<file path="src/rtl/path_replay_pkg.sv">
`default_nettype none
// ============================================================================
// Module      : path_replay_pkg
// Description : Shared types and helpers for the maze path stack and replay
//               engine: direction codes, start/destination locations, replay
//               FSM states and the one-cell location step.
// Revision    : 1.0 - initial release
// ============================================================================
package path_replay_pkg;

    localparam logic [1:0] DIR_UP    = 2'd0;
    localparam logic [1:0] DIR_RIGHT = 2'd1;
    localparam logic [1:0] DIR_DOWN  = 2'd2;
    localparam logic [1:0] DIR_LEFT  = 2'd3;

    localparam logic [7:0] START_LOC = 8'h00;
    localparam logic [7:0] DEST_LOC  = 8'hFF;

    typedef enum logic [1:0] {
        ST_IDLE = 2'd0,
        ST_LOAD = 2'd1,
        ST_EMIT = 2'd2,
        ST_FIN  = 2'd3
    } state_t;

    // Move one cell from loc = {row, col}; each nibble wraps mod 16 because
    // the solver only ever issues legal moves.
    function automatic logic [7:0] loc_step(input logic [7:0] loc,
                                            input logic [1:0] dir);
        logic [7:0] nxt;
        nxt = loc;
        case (dir)
            DIR_UP:    nxt = {loc[7:4] - 4'd1, loc[3:0]};
            DIR_RIGHT: nxt = {loc[7:4], loc[3:0] + 4'd1};
            DIR_DOWN:  nxt = {loc[7:4] + 4'd1, loc[3:0]};
            default:   nxt = {loc[7:4], loc[3:0] - 4'd1};
        endcase
        return nxt;
    endfunction

endpackage
`default_nettype wire

</file>
<file path="src/rtl/dir_stack_mem.sv">
`default_nettype none
// ============================================================================
// Module      : dir_stack_mem
// Description : DEPTH x 2-bit direction storage with one synchronous write
//               port and one registered read port (1-cycle read latency).
//               Contents are intentionally not reset.
// Revision    : 1.0 - initial release
// ============================================================================
module dir_stack_mem #(
    parameter int DEPTH = 256,
    parameter int AW    = 8
) (
    input  logic          clk,
    input  logic          wr_en,
    input  logic [AW-1:0] wr_addr,
    input  logic [1:0]    wr_data,
    input  logic          rd_en,
    input  logic [AW-1:0] rd_addr,
    output logic [1:0]    rd_data
);

    logic [1:0] mem_q [DEPTH];
    logic [1:0] rd_data_q;

    // Write port and registered read port; the read register only updates
    // when requested so the read data holds steady between loads.
    always_ff @(posedge clk) begin
        if (wr_en) begin
            mem_q[wr_addr] <= wr_data;
        end
        if (rd_en) begin
            rd_data_q <= mem_q[rd_addr];
        end
    end

    assign rd_data = rd_data_q;

endmodule
`default_nettype wire

</file>
<file path="src/rtl/path_replay.sv">
`default_nettype none
// ============================================================================
// Module      : path_replay
// Description : LIFO direction stack written by the maze solver, plus a
//               playback engine that streams the stored path bottom-to-top
//               as (direction, resulting location) beats on a valid/ready
//               interface.
// Revision    : 1.0 - initial release
// ============================================================================
module path_replay
    import path_replay_pkg::*;
#(
    parameter int DEPTH = 256,
    parameter int AW    = 8
) (
    input  logic       clk,
    input  logic       rst,
    input  logic       push,
    input  logic       pop,
    input  logic [1:0] dirIn,
    output logic       empStck,
    output logic       fullStck,
    input  logic       replayStart,
    input  logic       outReady,
    output logic       outValid,
    output logic [1:0] outDir,
    output logic [7:0] outLoc,
    output logic       busy,
    output logic       replayDone
);

    localparam logic [AW:0] c_one  = (AW+1)'(1);
    localparam logic [AW:0] c_full = (AW+1)'(DEPTH);

    state_t      state_q, state_d;
    logic [AW:0] sp_q, sp_d;
    logic [AW:0] rd_ptr_q, rd_ptr_d;
    logic [7:0]  curr_loc_q, curr_loc_d;

    logic [AW:0]   sp_m1;
    logic          wr_en;
    logic [AW-1:0] wr_addr;
    logic          rd_en;
    logic [1:0]    rd_data;
    logic [7:0]    next_loc;

    assign sp_m1    = sp_q - c_one;
    assign empStck  = (sp_q == '0);
    assign fullStck = (sp_q == c_full);
    assign next_loc = loc_step(curr_loc_q, rd_data);

    dir_stack_mem #(
        .DEPTH (DEPTH),
        .AW    (AW)
    ) u_mem (
        .clk     (clk),
        .wr_en   (wr_en),
        .wr_addr (wr_addr),
        .wr_data (dirIn),
        .rd_en   (rd_en),
        .rd_addr (rd_ptr_q[AW-1:0]),
        .rd_data (rd_data)
    );

    // Solver stack operations; only honoured while the replay engine is idle
    // so the stored path cannot change underneath playback.
    always_comb begin
        sp_d    = sp_q;
        wr_en   = 1'b0;
        wr_addr = sp_q[AW-1:0];
        if (state_q == ST_IDLE) begin
            if (push && pop && !empStck) begin
                wr_en   = 1'b1;
                wr_addr = sp_m1[AW-1:0];
            end else if (push && !fullStck) begin
                wr_en = 1'b1;
                sp_d  = sp_q + c_one;
            end else if (pop && !push && !empStck) begin
                sp_d = sp_m1;
            end
        end
    end

    // Replay FSM: next state, read pointer, running location and beat outputs.
    always_comb begin
        state_d    = state_q;
        rd_ptr_d   = rd_ptr_q;
        curr_loc_d = curr_loc_q;
        rd_en      = 1'b0;
        outValid   = 1'b0;
        outDir     = 2'd0;
        outLoc     = 8'h00;
        replayDone = 1'b0;
        busy       = (state_q != ST_IDLE);
        case (state_q)
            ST_IDLE: begin
                if (replayStart) begin
                    curr_loc_d = START_LOC;
                    rd_ptr_d   = '0;
                    state_d    = empStck ? ST_FIN : ST_LOAD;
                end
            end
            ST_LOAD: begin
                rd_en   = 1'b1;
                state_d = ST_EMIT;
            end
            ST_EMIT: begin
                outValid = 1'b1;
                outDir   = rd_data;
                outLoc   = next_loc;
                if (outReady) begin
                    curr_loc_d = next_loc;
                    rd_ptr_d   = rd_ptr_q + c_one;
                    state_d    = (rd_ptr_q == sp_m1) ? ST_FIN : ST_LOAD;
                end
            end
            default: begin
                replayDone = 1'b1;
                state_d    = ST_IDLE;
            end
        endcase
    end

    // State and pointer registers with asynchronous active-low reset.
    always_ff @(posedge clk or negedge rst) begin
        if (!rst) begin
            state_q    <= ST_IDLE;
            sp_q       <= '0;
            rd_ptr_q   <= '0;
            curr_loc_q <= START_LOC;
        end else begin
            state_q    <= state_d;
            sp_q       <= sp_d;
            rd_ptr_q   <= rd_ptr_d;
            curr_loc_q <= curr_loc_d;
        end
    end

endmodule
`default_nettype wire

</file>
<file path="config.mk">
export PLATFORM = sky130hd
export DESIGN_NAME = path_replay
export DESIGN_NICKNAME = d
export VERILOG_FILES = /design/src/rtl/path_replay_pkg.sv /design/src/rtl/dir_stack_mem.sv /design/src/rtl/path_replay.sv
export SDC_FILE = /design/constraint.sdc
export NUM_CORES = 1
export LEC_CHECK = 0
export ABC_AREA = 0
export CAP_MARGIN = 20
export CORE_ASPECT_RATIO = 1.75
export CORE_UTILIZATION = 55
export CTS_CLUSTER_DIAMETER = 60
export DETAILED_ROUTE_END_ITERATION = 10
export GPL_TIMING_DRIVEN = 0
export PLACE_DENSITY = 0.71
export REMOVE_ABC_BUFFERS = 1
export SYNTH_ARGS = -nofsm -noshare
export SYNTH_HDL_FRONTEND = slang
export SYNTH_SLANG_ARGS = --single-unit
export TNS_END_PERCENT = 100
</file>
<file path="constraint.sdc">
create_clock -name clk -period 6 [get_ports clk]
set_input_delay 1.2 -clock clk [delete_from_list [all_inputs] [get_ports clk]]
set_output_delay 1.2 -clock clk [all_outputs]
set_load 0.05 [all_outputs]
</file>
==> qor.csv <==
metric,value,unit
DRC,0,
proportion of synthesized area in mux cells,0.1252,
DR vias/cell,6.514,
max layer used,met4,
initial antenna violation count,0,
crit-path leading delay family,buffers and inverters,
pre-CTS setup slack,0.8465,ns
largest net degree at the start of global routing,179,
Startpoint Class,flop,
CP Cell Sequence,"nand2b_1, ha_1, a21o_1, a21oi_1, xor2_1, or3_1, a21oi_1, clkdlybuf4s50_1",
finished layout cell area,25880,µm²
final setup fails,0,
GRT overflow,0,
die height,276.0,µm
CTS buffer count,46,
top cell type's share of synthesized area,0.6540,
Post-Syn Instances,1562,
Resized cells post-CTS,0,
GP Congestion,0.9202,
ys flop type,edfxtp_1,
post-synthesis compound-gate area fraction,0.05890,
Tot GR Track Use,0.2794,
final slew viol count,0,
Initial Utilization,0.5564,
fin util,0.6101,
post-synth cell types,75,
"top cells by area, synth","edfxtp_1 65%, mux4_2 8.6%, nor2_1 4.3%, mux2i_1 3.6%, dfrtp_1 3.0%",
Overall Power,0.01042,W
met1 WL,19.92,mm
Power Dens Cells,402.8,nW/µm²
Syn Area/Cell,15.11,µm²
"FFs w/ async S/R, synth",0.05166,
YS warnings,0,
top-count cell post-synth,edfxtp_1,
met3 WL,3.936,mm
Crit path top cell by count,a21oi_1,
worst vdd ir,0.0003087,V
CP bufs+invs,1,
# hold bufs at CTS,0,
Synth Area in Simple Gates,0.08822,
"EDFF count, synth",514,
main combinational cell family by area after synthesis,multiplexers,
Max Cap Viol,0,
clk_lat worst skew,0.57,ns
CP Capture Type,output port,
clk slew on worst S/H paths,0.06,ns
vias,13940,
Worst Path Max Fanout,11,
adder-cell share of the synthesized area,0.005407,
CTS Buffer Depth,3,
Worst-Margin Slew,1.176,ns
setup TNS,0,ns
Crit Path Category,reg2out,
Core Region,42420,µm²
synthesized area,23600,µm²
period utilization,0.8327,
Post-CTS Setup Bufs,0,
vias in the first global route,14538,
DPL Wire Length,38.07,mm
"slowest stage cell, crit path",clkdlybuf4s50_1,
Final Skew,0.01682,ns
Hold Crit Class,reg2reg,
status,completed,
Area Overhead vs Synth,9.649,%
cell taking the most area after synthesis,edfxtp_1,
metal2 WL,30.64,mm
Leakage,7.955,nW
Placement Cell Area,24460,µm²
first-pass GRT wire length,87.75,mm
RSZ-0062 raised after global routing,false,
CP arrival,3.80,ns
"Req. time, crit path",4.80,ns
Antenna Cells,0,
1st-iter DRT viols,1544,
Final ANT Viol Nets,0,
port bufs,22,
Top Ports,23,
CTS tree,yes,
fin crit period,4.996,ns
Die W,158.6,µm
Rel. slew slack,0.2159,
fraction of layout cells with a size suffix above 1,0.1457,
fin nets,1562,
Setup WS post-layout,1.004,ns
"Hold Vio Cnt, Final",0,
Routed wire per std cell,27.55,µm
Synth top cells by count,"514 x edfxtp_1, 271 x nor2_1, 90 x mux4_2",
max incr delay on CP,0.93,ns
clock sinks,542,
DIE AREA,43780,µm²
CTS Root Cell,clkbuf_16,
xor and xnor area share after synthesis,0.01299,
FP Rows,100,
"Seq/Total Area, Yosys",0.6837,
total wire length,58.97,mm
drt pass-1 iters,7,
Max Clk Rate,0.2001,GHz
Yosys reg bits,542,
depth of the CTS H-tree,2,
## report_power, final
group	internal [W]	switching (W)	total (W)
sequential	0.00423	0.000305	0.00454
combinational	0.00116	0.00186	0.00302
clock	0.00157	0.00130	0.00287
## through the flow
| stage | hold slack (ns) | instances |
|---|---|---|
| floorplan | 0.4684 | 1453 |
| global placement | 0.4822 | 2036 |
| detailed placement | 0.5067 | 2058 |
| CTS | 0.5216 | 2140 |
| global route | 0.5508 | 2140 |
| finish | 0.5193 | 2140 |
## final cells by class
cell class	count	area [µm²]
fillers	3070	16540
flip-flops and latches	542	16140
inverters	23	86.33
clock inverters	25	200.2
well taps	561	701.9
multi-input cells	888	6904
repair buffers	44	628.1
clock buffers	57	1214
## worst paths after layout
path | slack (ns) | depth (start not counted) | start | to
worst max-delay path | 1.00 | 8 | u_mem.rd_data[0] | outLoc[3]
worst min-delay path | 0.52 | 1 | curr_loc_q[3] | curr_loc_q[3]
worst max register to register | 1.25 | 8 | sp_q[0] | u_mem.mem_q[113][1]
worst min register to register | 0.52 | 1 | curr_loc_q[3] | curr_loc_q[3]
max in group asynchronous | 4.41 | 2 | rst | rd_ptr_q[0]
min in group asynchronous | 1.05 | 1 | rst | rd_ptr_q[4]
## kinds of logic after synthesis
family	after synthesis
flops	542
simple gates	471
compound gates	191
mux	182
buf+inv	132
xor+xnor	35
fa+ha+maj	9
## registers in the layout (all words and copies together) (netlist names)
signal and flops:
curr_loc_q 8, rd_ptr_q 9, sp_q 9, state_q 2, u_mem.mem_q 512, u_mem.rd_data 2
## cells in the final DEF (no fill, tap or decap), types with 7 or more instances in the layout
cell / count
mux4_2: 90
nand2_1: 68
buf_8: 10
xnor2_1: 26
a221oi_1: 7
inv_1: 21
nand3_1: 38
and2_1: 8
nand4_1: 9
buf_16: 8
clkdlybuf4s50_1: 20
xor2_1: 9
o21ai_0: 17
o22ai_1: 8
a21oi_1: 40
clkinv_2: 12
dfrtp_1: 25
clkbuf_16: 47
o21ai_2: 14
nor3_1: 27
edfxtp_1: 514
clkinv_1: 9
nand2b_1: 12
o221ai_1: 11
mux2i_1: 86
clkbuf_1: 10
ha_1: 7
nor2_1: 270
a22oi_1: 36
## metal layers
layer / global-route usage / vias to the layer above
li1: - / 5962
met1: 0.3175 / 7120
met2: 0.4768 / 637
met3: 0.04248 / 221
met4: 0.1943 / 0
met5: 0 / -
(Power assumes the default switching activity.)
